### config.mk
export PLATFORM = sky130hd
export DESIGN_NAME = instr_fetch_unit
export DESIGN_NICKNAME = d
export VERILOG_FILES = /design/src/rtl/instr_fetch_unit.sv
export SDC_FILE = /design/constraint.sdc
export NUM_CORES = 2
export LEC_CHECK = 0
export BUFFER_PORTS_ARGS = -buffer_cell sky130_fd_sc_hd__buf_2
export CORE_MARGIN = 5
export CORE_UTILIZATION = 63
export CTS_BUF_LIST = sky130_fd_sc_hd__clkbuf_4 sky130_fd_sc_hd__clkbuf_8 sky130_fd_sc_hd__clkbuf_16
export DETAILED_ROUTE_END_ITERATION = 10
export GPL_ROUTABILITY_DRIVEN = 0
export PLACE_DENSITY_LB_ADDON = 0.05
export REMOVE_ABC_BUFFERS = 1
export SYNTH_ARGS = -nofsm -noshare
export SYNTH_HDL_FRONTEND = slang
export SYNTH_SLANG_ARGS = --single-unit
### constraint.sdc
create_clock -name clk -period 3.3 [get_ports clk]
set_input_delay 0.495 -clock clk [delete_from_list [all_inputs] [get_ports clk]]
set_output_delay 0.495 -clock clk [all_outputs]
set_load 0.02 [all_outputs]
### src/rtl/instr_fetch_unit.sv
`default_nettype none
// ============================================================================
// Module      : instr_fetch_unit
// Description : Program loader and instruction fetch front end. Bytes are
//               streamed into a 256 x 8 program memory while in LOAD. The
//               memory is then served combinationally at the CPU's pc while
//               in RUN. Execution halts once pc runs past the loaded length.
// Revision    : 1.0 - initial release
// ============================================================================
module instr_fetch_unit #(
  parameter logic [7:0] NOP_WORD = 8'h00
) (
  input  logic       clk,
  input  logic       reset,
  input  logic       load_start,
  input  logic       load_valid,
  input  logic [7:0] load_data,
  input  logic       load_last,
  output logic       load_ready,
  input  logic       run,
  input  logic [7:0] pc,
  output logic [7:0] instruction,
  output logic       cpu_reset,
  output logic [1:0] state,
  output logic [8:0] prog_len,
  output logic       full
);

  typedef enum logic [1:0] {
    S_IDLE = 2'b00,
    S_LOAD = 2'b01,
    S_RUN  = 2'b10,
    S_HALT = 2'b11
  } state_t;

  state_t     r_state;
  state_t     w_next;
  logic [7:0] r_addr;
  logic [8:0] r_prog_len;
  logic       r_full;
  logic [7:0] r_mem [256];

  logic       w_accept;
  logic       w_at_end;
  logic       w_enter_load;
  logic       w_past_end;

  assign w_accept     = (r_state == S_LOAD) && load_valid;
  assign w_at_end     = (r_addr == 8'hFF);
  assign w_enter_load = (w_next == S_LOAD) && (r_state != S_LOAD);
  // Length check is 9 bits wide so prog_len = 256 can never be reached by pc.
  assign w_past_end   = !r_full && ({1'b0, pc} >= r_prog_len);

  // State register; reset abandons any load in progress.
  always_ff @(posedge clk or posedge reset) begin
    if (reset) begin
      r_state <= S_IDLE;
    end else begin
      r_state <= w_next;
    end
  end

  // Next-state decode and state-derived outputs; load_start always wins.
  always_comb begin
    w_next      = r_state;
    load_ready  = 1'b0;
    cpu_reset   = 1'b1;
    instruction = NOP_WORD;
    case (r_state)
      S_IDLE: begin
        if (load_start) begin
          w_next = S_LOAD;
        end else if (run) begin
          w_next = S_RUN;
        end
      end
      S_LOAD: begin
        load_ready = 1'b1;
        if (w_accept && (load_last || w_at_end)) begin
          w_next = S_IDLE;
        end
      end
      S_RUN: begin
        cpu_reset   = 1'b0;
        instruction = r_mem[pc];
        if (load_start) begin
          w_next = S_LOAD;
        end else if (!run) begin
          w_next = S_IDLE;
        end else if (w_past_end) begin
          w_next = S_HALT;
        end
      end
      S_HALT: begin
        if (load_start) begin
          w_next = S_LOAD;
        end else if (!run) begin
          w_next = S_IDLE;
        end
      end
      default: w_next = S_IDLE;
    endcase
  end

  // Load bookkeeping: cleared on entry to LOAD, advanced per accepted byte.
  // The 8-bit address wraps to 0 naturally after the 256th byte.
  always_ff @(posedge clk or posedge reset) begin
    if (reset) begin
      r_addr     <= 8'd0;
      r_prog_len <= 9'd0;
      r_full     <= 1'b0;
    end else if (w_enter_load) begin
      r_addr     <= 8'd0;
      r_prog_len <= 9'd0;
      r_full     <= 1'b0;
    end else if (w_accept) begin
      r_addr     <= r_addr + 8'd1;
      r_prog_len <= r_prog_len + 9'd1;
      if (w_at_end) begin
        r_full <= 1'b1;
      end
    end
  end

  // Program memory write port; deliberately not reset so contents survive.
  always_ff @(posedge clk) begin
    if (w_accept) begin
      r_mem[r_addr] <= load_data;
    end
  end

  assign state    = r_state;
  assign prog_len = r_prog_len;
  assign full     = r_full;

endmodule
`default_nettype wire

# After elaboration in Yosys (flattened, before gate mapping)
# Memories as Yosys holds them, arrays and structs flattened.
# Cells that the tools add are included.
# W data, S select, Z words.
# totals
reg_bits	20
ram_bits	2048
inputBits	22
output_inout_bits	22
word_cells	45
memories	1
# op_classes
add_sub_neg	2
n_lt_le_gt_ge	1
eq_ne	6
muxes	21
n_reduce_logical	10
# mem_list
name	words	width	read_ports	rd_clocked_by_memory_dff	wr	line	text
r_mem	256	8	1	0	1	41	logic [7:0] r_mem [256];
# op_table
op	count
$mux W8	3
$mux W9	2
$mux W2	8
$add A9 B1 Y9 const B	1
$ge A8 B9 Y1	1
$add A8 B1 Y8 const B	1
$eq A8 B8 Y1 const B	1
$pmux W2 S4	1
$mux W1	7
$eq A2 B1 Y1 const B	2
$eq A2 B2 Y1 const B	2
$logic_and A1 B1 Y1	4
$reduce_bool A2 Y1	2
$logic_not A2 Y1	1
$ne A2 B1 Y1 const B	1
$reduce_and A2 Y1	1
$logic_not A1 Y1	1
$logic_or A1 B1 Y1	1

# Longest topological paths before layout
# logic_depth
ltp_word	10
mapped_depth	15
depth_no_buf	9

# Worst setup path after synthesis
# Ideal clock, no wire load.
# synth_path
path_type	input -> output
from	in pc[0]
to	out instruction[6]
arrival_time_ns	2.622
required_ns	2.805
slack_ns	0.183
path_stages	11
path_buffers	5
path_cell_list	buf_6 > buf_12 > buf_12 > buf_8 > buf_8 > mux2i_1 > o22ai_1 > nor3_1 > o21ai_0 > o2111ai_1 > o41ai_1
# synth_between
elab_chain_len	2
# synth_rtl
item	line	text
from (decl)	21	input logic [7:0] pc,
$mem_v2 Z256 W8	n/a	
$mux W8	69	case (r_state)
to (decl)	22	output logic [7:0] instruction,
# No other way between the ends.

# Worst setup path after layout
# layout_path
from	in pc[1]
to	out instruction[5]
# Same word-level chain as after synthesis.

==> reports/results.tsv <==
stage	metric	value	unit
global_route	All-Layer GR Usage	31.72	%
placement	IO buf count	43	
detailed_routing	Pre-Repair DR Iteration Count	6	
sta	upper clock frequency limit	0.2605	GHz
pwr	Leak	32.14	nW
pwr	P per Cell Area	567.8	nW/um^2
yosys	ys async rst share	0.9671	%
finish	multi-input logic area	18350	um^2
clock_network	Clk Latency, worst-skew pair	0.84	ns
die	area of the die	136400	um^2
yosys	Yosys top cell by area	edfxtp_1	
finish	total of fill cells in the finished design	7297	
clock_network	Worst-path clk slew	0.06	ns
yosys	Post-Synthesis Cells	4056	
sta	clk_skew	0.02514	ns
yosys	Synth cell types	64	
detailed_routing	Wirelength per Cell	31.89	um
placement	hpwl dp	140.7	mm
yosys	sequential share of the synthesized area	76.20	%
finish	share of layout cells above drive strength 1	31.66	%
global_route	grt met1 use	46.37	%
clock_network	Root Buffer	clkbuf_16	
global_route	global-route wire length before repair	308.5	mm
sta	Slew Limit Headroom	31.58	%
sta	Final min period	3.839	ns
die	core area	128000	um^2
clock_network	CTS Sinks	2068	
global_route	largest net degree at the start of global routing	116	
yosys	Synth top area share	75.58	%
setup_path	Crit. End Element	output port	
detailed_routing	ANT nets after route	0	
die	Die Span X	369.4	um
finish	Nets	4861	
sta	max-slew violations	0	
yosys	Mapped Avg Cell Area	20.06	um^2
setup_path	WP data arrival	3.34	ns
placement	dpl ws	-1.318	ns
die	die height	369.4	um
status	outcome	finished, violations left	
die	I/O pins	44	
detailed_routing	DRT iter0 DRCs	6112	
finish	area delta synth->final	17.98	%
setup_path	crit-path max cell delay	0.53	ns
setup_path	CP max FO	20	
setup_path	WP data required	2.80	ns
setup_path	WS Path Type	in2out	
sta	setup slack after layout	-0.5388	ns
setup_path	worst-path cell chain	buf_8 -> nand2b_4 -> buf_12 -> buf_4 -> o221ai_1 -> nor3_1 -> nor3_2 -> nand4_1 -> or3_4 -> o31ai_4 -> buf_4 -> buf_6	
setup_path	Most common cell on crit path	buf_4	
sta	Final setup viols	8	
detailed_routing	DR vias/cell	6.636	
die	FP Rows	131	
global_route	antenna violations before repair	5	
yosys	Top FF cell, synth	edfxtp_1	
setup_path	Worst path slowest cell	or3_4	
die	Initial Util	63.56	%
pwr	total chip power	54.51	mW
sta	Final Hold Viols	0	
status	failing checks	negative setup slack	
yosys	mapped cell area	81370	um^2
global_route	gr busiest metal	met2	
global_route	vias in the first global route	43785	
min_path	class of the worst hold path	in2reg	
global_route	global route overflow	0	
sta	RSZ-0062 raised after global routing	true	
clock_network	CTS tree	yes	
yosys	number of synthesized flops with an enable pin	2048	
clock_network	CTS buffer count	198	
sta	Least-Margin Pin Slew	1.025	ns
yosys	top post-synthesis cells by area	edfxtp_1 76%, mux4_2 9.0%, mux2i_1 3.2%	
yosys	Synth Warn #	0	
setup_path	startpoint types	input pin	
global_route	met3 usage	6.820	%
detailed_routing	via count	44627	
global_route	met2 usage	48.86	%
detailed_routing	DRC Markers	0	
clock_network	CTS H-tree lvls	4	
clock_network	clk buf depth	3	
yosys	#FFs+latches synth	2068	
job	MaxCap Viol Count	0	
sta	period utilization	116.3	%
pwr	VDD IR max	0.0005858	V
finish	register area	62000	um^2
detailed_routing	final WL	214.4	mm
sta	Hold Slack	0.1330	ns
==> metal layers <==
layer | vias to the layer above | part of all wire (%)
met2 | 2604 | 47
met4 | 4 | 3.7
li1 | 18419 | -
met5 | - | 0.012
met1 | 23150 | 39
met3 | 450 | 10
==> logic make-up after synthesis <==
logic type | count (synthesis) | synth area share [%]
DFF | 2068 | 76.20
and+or+nand+nor | 663 | 3.680
muxes | 651 | 14.19
AOI/OAI and AO/OA | 390 | 3.384
buffers and inverters | 257 | 2.205
xor gates and xnor gates | 14 | 0.1507
adders and majority gates | 13 | 0.1999
==> worst paths after layout <==
| path | endpoint | slack (ns) | from | cells after the start |
|---|---|---|---|---|
| worst min-delay path | state[0] | 0.13 | run | 5 |
| worst max register to register | r_mem[118][7] | 0.21 | state[0] | 8 |
| min in group asynchronous | prog_len[7] | 0.47 | reset | 3 |
| max in group asynchronous | r_addr[2] | 2.20 | reset | 3 |
| worst min register to register | full | 0.54 | full | 1 |
| worst max-delay path | instruction[5] | -0.54 | pc[1] | 12 |
==> flip-flops by register name, indices dropped and copies added, names as in the netlist <==
signal    cells
full          1
r_mem      2048
r_addr        8
prog_len      9
state         2
==> cells in the mapped netlist (11+ instances only) <==
| cell type | number |
|---|---|
| nand2_1 | 81 |
| and3_1 | 11 |
| clkbuf_8 | 15 |
| clkbuf_1 | 95 |
| nand3_1 | 63 |
| mux4_2 | 324 |
| o221ai_1 | 88 |
| mux2i_1 | 258 |
| a22oi_1 | 58 |
| nor2_1 | 322 |
| edfxtp_1 | 2048 |
| ha_1 | 13 |
| nor4_1 | 27 |
| nor3_1 | 76 |
| a21oi_1 | 63 |
| nand4_1 | 30 |
| o21ai_0 | 28 |
| buf_2 | 39 |
| a2111oi_0 | 15 |
| buf_1 | 14 |
| buf_8 | 20 |
| mux4_1 | 59 |
| o22ai_1 | 85 |
| dfrtp_1 | 20 |
| buf_6 | 32 |
| buf_4 | 18 |
| inv_1 | 13 |
| a211oi_1 | 17 |
==> critical path, delay by kind of cell <==
kind	cells	cell delay, ns
simple gates	5	1.55
buf+inv	5	0.85
compound gates	2	0.38
==> stage by stage <==
step                instance area [um^2]  std cells  setup TNS (ns)  util (%)
CTS                                95730       6719          -3.071     74.79
global route                       95990       6723          -3.520     74.99
floorplan                          79630       3813          -6.908         -
detailed placement                 88390       6320          -7.260     69.05
global placement                   88390       6320          -7.357     69.05
finish                             96000       6725          -3.042     74.99
==> layout make-up <==
cell class                 instances  share of cell area [%]
multi-input combinational       1731                   19.11
inverter                          14                 0.05735
clock buffer                     260                   5.787
tap                             1729                   2.253
antenna                            2                0.005213
clock inverter                   108                  0.7846
sequential                      2068                   64.58
timing repair buffer             813                   7.416
==> what timing repair did <==
action                     4_1_cts  5_1_grt
hold buffers                     4        0
setup buffers                   29        4
hold endpoints to repair        22        0
setup endpoints to repair        8        8
resized for setup              156       43
pin swaps                       41       29
gates cloned                     2        0
==> power by group <==
part,total (mW),internal [mW],switching [mW]
registers,29.0,29.0,0.0777
clock network,21.9,12.4,9.44
logic,3.57,1.36,2.22
total,54.5,42.8,11.7
==> layout by cell type (no fill, tap or decap), drive strengths merged, types with 81 or more instances in the layout <==
| master | netlist | layout |
|---|---|---|
| mux4 | 383 | 383 |
| clkbuf | 115 | 269 |
| mux2i | 258 | 258 |
| clkinv | 0 | 93 |
| edfxtp | 2048 | 2048 |
| buf | 128 | 798 |
| nand2 | 81 | 81 |
| o22ai | 87 | 87 |
| o221ai | 89 | 89 |
| nor2 | 322 | 322 |
Note: power is estimated with default switching activity, not from simulation.
